--- src/rtl/regm_mp_if.sv ---
// Register-memory port bundle: decode-stage read addresses, two writeback
// ports, and the status/debug outputs returned by the memory.
interface regm_mp_if #(
  parameter int DATA_W = 32,
  parameter int ADDR_W = 5,
  parameter int NREAD  = 3
);
  logic [NREAD*ADDR_W-1:0] rd_addr;
  logic [NREAD*DATA_W-1:0] rd_data;
  logic                    wa_en;
  logic [ADDR_W-1:0]       wa_addr;
  logic [DATA_W-1:0]       wa_data;
  logic                    wb_en;
  logic [ADDR_W-1:0]       wb_addr;
  logic [DATA_W-1:0]       wb_data;
  logic                    busy;
  logic [15:0]             dbg_out;

  modport master (
    output rd_addr, wa_en, wa_addr, wa_data, wb_en, wb_addr, wb_data,
    input  rd_data, busy, dbg_out
  );

  modport slave (
    input  rd_addr, wa_en, wa_addr, wa_data, wb_en, wb_addr, wb_data,
    output rd_data, busy, dbg_out
  );
endinterface

--- src/rtl/regm_mp.sv ---
// Parametrised multi-port register memory: NREAD combinational read ports
// with write bypass, two write ports (B wins on address clash), hardwired
// zero at address 0, a post-reset hardware clear sweep, and a debug tap.
module regm_mp #(
  parameter int DATA_W = 32,
  parameter int ADDR_W = 5,
  parameter int NREAD  = 3,
  parameter int DBG0   = 3,
  parameter int DBG1   = 8,
  parameter int DBG2   = 9,
  parameter int DBG3   = 11
) (
  input  logic      clk,
  input  logic      rst,
  regm_mp_if.slave  bus
);

  localparam int              DEPTH  = 1 << ADDR_W;
  localparam logic [ADDR_W-1:0] LAST   = '1;
  localparam logic [ADDR_W-1:0] ONE    = ADDR_W'(1);
  localparam logic [ADDR_W-1:0] DBG0_A = ADDR_W'(DBG0);
  localparam logic [ADDR_W-1:0] DBG1_A = ADDR_W'(DBG1);
  localparam logic [ADDR_W-1:0] DBG2_A = ADDR_W'(DBG2);
  localparam logic [ADDR_W-1:0] DBG3_A = ADDR_W'(DBG3);

  typedef enum logic {
    S_CLEAR = 1'b0,
    S_RUN   = 1'b1
  } state_t;

  state_t              r_state;
  state_t              w_state_nxt;
  logic [ADDR_W-1:0]   r_ptr;
  logic                r_busy;
  // Entry 0 is never written; reads of address 0 are forced to zero.
  logic [DATA_W-1:0]   r_mem [DEPTH];

  logic                w_wa_ok;
  logic                w_wb_ok;
  logic [3:0]          w_nib0, w_nib1, w_nib2, w_nib3;

  // State register.
  always_ff @(posedge clk) begin
    if (rst) r_state <= S_CLEAR;
    else     r_state <= w_state_nxt;
  end

  // Next state: sweep leaves CLEAR on the edge that clears the last entry.
  always_comb begin
    w_state_nxt = r_state;
    case (r_state)
      S_CLEAR: if (r_ptr == LAST) w_state_nxt = S_RUN;
      S_RUN:   w_state_nxt = S_RUN;
      default: w_state_nxt = S_CLEAR;
    endcase
  end

  // Clear pointer: restarts at 1 on reset, stops at DEPTH-1 so it never wraps.
  always_ff @(posedge clk) begin
    if (rst)                                      r_ptr <= ONE;
    else if (r_state == S_CLEAR && r_ptr != LAST) r_ptr <= r_ptr + ONE;
  end

  // Registered busy flag mirrors the CLEAR state.
  always_ff @(posedge clk) begin
    if (rst) r_busy <= 1'b1;
    else     r_busy <= (w_state_nxt == S_CLEAR);
  end

  // Port A is dropped when B targets the same address; address 0 is discarded.
  assign w_wa_ok = bus.wa_en && (bus.wa_addr != '0) &&
                   !(bus.wb_en && (bus.wb_addr == bus.wa_addr));
  assign w_wb_ok = bus.wb_en && (bus.wb_addr != '0);

  // Storage update: clear sweep in CLEAR, writeback ports in RUN, nothing under rst.
  always_ff @(posedge clk) begin
    if (!rst) begin
      if (r_state == S_CLEAR) begin
        r_mem[r_ptr] <= '0;
      end else begin
        if (w_wa_ok) r_mem[bus.wa_addr] <= bus.wa_data;
        if (w_wb_ok) r_mem[bus.wb_addr] <= bus.wb_data;
      end
    end
  end

  // Read ports: gated while busy, zero at address 0, B bypass over A over storage.
  for (genvar k = 0; k < NREAD; k++) begin : g_rd
    logic [ADDR_W-1:0] w_addr;
    logic [DATA_W-1:0] w_data;

    assign w_addr = bus.rd_addr[k*ADDR_W +: ADDR_W];

    // Per-port read mux in priority order.
    always_comb begin
      w_data = '0;
      if (r_busy || w_addr == '0)                   w_data = '0;
      else if (bus.wb_en && bus.wb_addr == w_addr)  w_data = bus.wb_data;
      else if (bus.wa_en && bus.wa_addr == w_addr)  w_data = bus.wa_data;
      else                                          w_data = r_mem[w_addr];
    end

    assign bus.rd_data[k*DATA_W +: DATA_W] = w_data;
  end

  // Debug tap shows stored contents only (no bypass); a tap on address 0 reads 0.
  assign w_nib0 = (DBG0_A == '0) ? 4'h0 : r_mem[DBG0_A][3:0];
  assign w_nib1 = (DBG1_A == '0) ? 4'h0 : r_mem[DBG1_A][3:0];
  assign w_nib2 = (DBG2_A == '0) ? 4'h0 : r_mem[DBG2_A][3:0];
  assign w_nib3 = (DBG3_A == '0) ? 4'h0 : r_mem[DBG3_A][3:0];

  assign bus.dbg_out = r_busy ? 16'h0000 : {w_nib0, w_nib1, w_nib2, w_nib3};
  assign bus.busy    = r_busy;

endmodule

--- src/flat_wrapper.sv ---
// flat-port wrapper written by rule: the top's interface ports become plain ports
module regm_mp_flat 
#(
  parameter int DATA_W = 32,
  parameter int ADDR_W = 5,
  parameter int NREAD  = 3,
  parameter int DBG0   = 3,
  parameter int DBG1   = 8,
  parameter int DBG2   = 9,
  parameter int DBG3   = 11
)
  (clk, rst, bus_rd_addr, bus_wa_en, bus_wa_addr, bus_wa_data, bus_wb_en, bus_wb_addr, bus_wb_data, bus_rd_data, bus_busy, bus_dbg_out);
  regm_mp_if #(.DATA_W(DATA_W), .ADDR_W(ADDR_W), .NREAD(NREAD)) bus_i ();
  input  logic clk;
  input  logic rst;
  input wire logic [$bits(bus_i.rd_addr)-1:0] bus_rd_addr;
  input wire logic [$bits(bus_i.wa_en)-1:0] bus_wa_en;
  input wire logic [$bits(bus_i.wa_addr)-1:0] bus_wa_addr;
  input wire logic [$bits(bus_i.wa_data)-1:0] bus_wa_data;
  input wire logic [$bits(bus_i.wb_en)-1:0] bus_wb_en;
  input wire logic [$bits(bus_i.wb_addr)-1:0] bus_wb_addr;
  input wire logic [$bits(bus_i.wb_data)-1:0] bus_wb_data;
  output wire logic [$bits(bus_i.rd_data)-1:0] bus_rd_data;
  output wire logic [$bits(bus_i.busy)-1:0] bus_busy;
  output wire logic [$bits(bus_i.dbg_out)-1:0] bus_dbg_out;
  assign bus_i.rd_addr = bus_rd_addr;
  assign bus_i.wa_en = bus_wa_en;
  assign bus_i.wa_addr = bus_wa_addr;
  assign bus_i.wa_data = bus_wa_data;
  assign bus_i.wb_en = bus_wb_en;
  assign bus_i.wb_addr = bus_wb_addr;
  assign bus_i.wb_data = bus_wb_data;
  assign bus_rd_data = bus_i.rd_data;
  assign bus_busy = bus_i.busy;
  assign bus_dbg_out = bus_i.dbg_out;
  regm_mp #(.DATA_W(DATA_W), .ADDR_W(ADDR_W), .NREAD(NREAD), .DBG0(DBG0), .DBG1(DBG1), .DBG2(DBG2), .DBG3(DBG3)) u_core (.clk(clk), .rst(rst), .bus(bus_i));
endmodule
--- config.mk ---
export PLATFORM = sky130hd
export DESIGN_NAME = regm_mp_flat
export DESIGN_NICKNAME = d
export VERILOG_FILES = /design/src/rtl/regm_mp_if.sv /design/src/rtl/regm_mp.sv /design/src/flat_wrapper.sv
export SDC_FILE = /design/constraint.sdc
export NUM_CORES = 2
export LEC_CHECK = 0
export CELL_PAD_IN_SITES_DETAIL_PLACEMENT = 1
export CELL_PAD_IN_SITES_GLOBAL_PLACEMENT = 2
export CORE_MARGIN = 2
export CORE_UTILIZATION = 35
export DETAILED_ROUTE_END_ITERATION = 10
export GPL_ROUTABILITY_DRIVEN = 0
export PLACE_DENSITY = 0.76
export SETUP_SLACK_MARGIN = 0.1
export SYNTH_ARGS = -nofsm -noshare
export SYNTH_HDL_FRONTEND = slang
export SYNTH_SLANG_ARGS = --single-unit
--- constraint.sdc ---
create_clock -name clk -period 3.9 [get_ports clk]
set_input_delay 0.78 -clock clk [delete_from_list [all_inputs] [get_ports clk]]
set_output_delay 0.78 -clock clk [all_outputs]
set_load 0.01 [all_outputs]
==> flow_summary.toml <==
[critical_path]
worst_r2r_path_depth = 7
path_max_fanout = 21
crit_chain = "dlygate4sd2_1 -> xor2_2 -> buf_4 -> nor3_4 -> nand4_1 -> buf_4 -> bufbuf_16 -> nand4_1 -> nand3_1 -> dlygate4sd2_1"
slowest_delay_ps = 350
cp_data_required_time_ps = 3120
path_class = "input pin to primary output"
startpoint = "bus_wa_addr[1]"
cp-end-kind = "primary output"
worstPathArrival_ps = 3080
cp-start-kind = "input pin"
worstReg2RegStart = "u_core.r_state"
slowest_stage = "dlygate4sd2_1"
worst-r2r-setup-slack_ps = 1040
rr_endpoint = "u_core.r_mem[4][5]"

[power]
finalPower_uw = 27280
ir_drop_uv = 366.4
p_leak_uw = 0.02737
power.density_nw_per_um2 = 313.1

[synthesis]
syn_inst = 5667
ys_types = 60
synth.area.mux_share_pct = 29.57
synth_fp_nets = 5762
synth_fa_ha_area_share_pct = 0.03611
synthTopCellsByArea = "edfxtp_1 44%, mux4_2 28%, o21ai_0 7.8%, nand2_1 5.6%, clkbuf_1 2.6%"
yosys_warnings = 0
ys_ff_latch = 1031
synth_edf_count = 1024
synth_top_family_by_area = "multiplexers"
synthArstFlopShare_pct = 0
synthSimpleGateAreaFrac_pct = 9.167
synth_top_cell_area_share_pct = 44.37
ys_seq_area_share_pct = 44.58
synth_area_sq_um = 69300
synthXorXnorAreaFrac_pct = 0.4803
synth_top_area_cell = "edfxtp_1"
synth_flop_cell = "edfxtp_1"
synth-compound-area-share_pct = 10.69
syn_avg_cell_area_sq_um = 12.23

[routing]
wl_per_cell_um = 37.08
first_pass_iters = 6
antenna_left = 0
vias = 59090
drt_wl_total_mm = 327.3
drtIter0Drc = 8184
vias_per_cell = 6.694
post-route-drc-count = 0

[timing]
maxSlewHeadroom_pct = 22.01
finClkSkew_ps = 43.90
rsz0062_at_grt = "yes"
final_max_slew_viol_count = 0
post-route-period-util_pct = 99.01
setup_violations = 0
tightest_slew_ps = 1137
period_needed_ps = 3861
finalHoldViolations = 0
setup_tns_ps = 0
fmax_ghz = 0.2590

[clocking]
ctsHoldBuffers = 0
h-tree-depth = 3
cts-root-buf = "clkbuf_16"
tritoncts = "done"
clockBufferDepth = 3
clkTransAtPathRegs_ps = 60
cts_made_buffers = 112
insertion_delay_ps = 780
cts_sinks = 1031

[final_layout]
utilization_pct = 44.21
fin_area_sq_um = 87100
area_growth_pct = 25.70
drive_gt1_share_pct = 35.99
fin_cells = 8827
fin_nets = 6176
fillers = 20200

[run_status]
outcome = "completed"

[global_routing]
grt_busiest_layer = "met2"
grt_pass1_wl_mm = 454.8
grt_max_degree = 65
grt_pass1_vias = 59240
grtUsageMet2_pct = 50.60
use_met3_pct = 6.957
track_usage_pct = 31.56
use_met1_pct = 37.43
grt_antenna_before_repair = 14
grt_overflow = 0

[hold_path]
holdPathEnd = "u_core.r_ptr[1]"
hp-class = "flip-flop to flip-flop"
worstHoldStart = "u_core.r_ptr[1]"
hold_path_depth = 2

[floorplanning]
core_area_sq_um = 197000
io-pin-count = 206
fp.dieArea_sq_um = 201600
die_w_um = 449.0
initial_utilization_pct = 35.17
fp.dieH_um = 449.0
rows = 163

[place]
portBuffers = 205
dpl.hpwl_mm = 214.9
place_area_sq_um = 80250
place_inst = 8433

[flow_run]
maxCapViolCount = 0
-- per-stage QoR --
stage          hold WS (ps)  setup WS [ps]
2_1_floorplan         530.6         -280.0
3_3_place_gp          576.7         -918.0
3_5_place_dp          599.5         -972.7
4_1_cts               606.1         -20.06
5_1_grt               660.6          33.59
6_report              621.7          38.77
-- critical path: cells and delay by family --
kind,cells,cell delay [ps]
buffers and inverters,5,1390
AND/OR/NAND/NOR,4,670
XOR/XNOR,1,230
-- cells in the final DEF, fill, tap and decap left out, types with 15 or more instances in the layout --
cell type           n
clkbuf_16         124
buf_6              26
bufinv_16          15
inv_1              41
buf_4             558
xnor2_1            16
mux4_2            861
clkinv_2           25
clkdlybuf4s15_1    17
a32oi_2            15
edfxtp_1         1024
buf_16             34
clkbuf_1           15
nor2b_1            17
o21bai_4           29
nand3_1            99
dlygate4sd2_1      16
nor3_2             20
clkdlybuf4s50_1    83
buf_2              36
a32oi_1            46
o21ai_0          1064
clkinv_1           28
buf_12            260
nand2_1          1038
o21ai_1            20
nand3_2            48
clkdlybuf4s15_2    17
nand4_1           131
mux2i_1           102
a22oi_1           111
-- cells in the mapped netlist (3+ instances only) --
| master | n |
|---|---|
| nor3b_1 | 7 |
| o21ai_0 | 1084 |
| a31oi_1 | 4 |
| dfxtp_1 | 7 |
| o21ai_1 | 6 |
| nor4b_1 | 3 |
| nand3b_1 | 3 |
| and3b_1 | 3 |
| mux2i_1 | 108 |
| inv_1 | 41 |
| o21bai_1 | 31 |
| edfxtp_1 | 1024 |
| buf_4 | 41 |
| or4_1 | 3 |
| and2_0 | 3 |
| xnor2_1 | 20 |
| and3_1 | 4 |
| nand2_1 | 1039 |
| buf_6 | 43 |
| xor2_1 | 18 |
| nor2b_1 | 22 |
| or2_2 | 4 |
| a32oi_1 | 62 |
| o22ai_1 | 3 |
| nand2b_1 | 5 |
| nor4_1 | 10 |
| o211ai_1 | 3 |
| nand4_1 | 131 |
| nor2_4 | 3 |
| nand3_1 | 161 |
| a22oi_1 | 124 |
| a21oi_1 | 4 |
| clkbuf_1 | 477 |
| nor2_1 | 18 |
| buf_1 | 63 |
| nor3_1 | 28 |
| and2_1 | 3 |
| mux4_2 | 861 |
| buf_2 | 166 |
-- report_power, final --
part / internal, uW / total [uW] / switching, uW
Sequential: 12100 / 12200 / 88.7
Clock: 6350 / 11100 / 4800
Combinational: 1760 / 3910 / 2150
-- layer usage --
layer | share of wire (%) | wire, um
met1 | 34 | 112000
met2 | 47 | 152700
met3 | 11 | 34530
met4 | 8.5 | 27950
met5 | 0.025 | 82
-- worst max-delay path by stage --
| stage | to | slack [ps] | cells after the start |
|---|---|---|---|
| 6_report | bus_rd_data[63] | 40 | 10 |
| 5_1_grt | bus_rd_data[21] | 30 | 9 |
| 4_1_cts | bus_rd_data[84] | -20 | 12 |
| 3_5_place_dp | bus_rd_data[84] | -970 | 11 |
| 3_3_place_gp | bus_rd_data[84] | -920 | 11 |
| 2_1_floorplan | u_core.r_mem[28][0] | -280 | 8 |
-- sequential cells by signal, indices dropped and copies added, names as in the netlist --
signal,cells
u_core.r_mem,1024
u_core.r_ptr,5
u_core.bus.busy,1
u_core.r_state,1
-- final cells by class --
cell class	count	area (sq um)	area share [%]
Timing Repair Buffer	1088	12850	14.75
Inverter	41	153.9	0.1767
Tap cell	2640	3303	3.792
Antenna cell	11	27.53	0.03160
Clock inverter	79	787.0	0.9035
Multi-Input combinational cell	3807	36160	41.51
Clock buffer	130	2934	3.368
Sequential cell	1031	30890	35.46
-- repair_timing --
item / 4_1_cts / 5_1_grt
endpoints found under the setup margin: 96 / 79
pin swaps: 86 / 32
cloned: 22 / 9
gates resized for setup: 474 / 88
buffers inserted: 90 / 53
-- logic make-up (layout without fill, tap and decap cells) --
logic type	count (synthesis)	after routing
AOI/OAI and AO/OA	1334	1334
xor gates and xnor gates	38	38
adders and majority gates	2	2
buffers and inverters	831	1338
DFF	1031	1031
muxes	970	970
other	0	11
and+or+nand+nor	1461	1463
No activity file was read; power rests on OpenSTA's default activity.
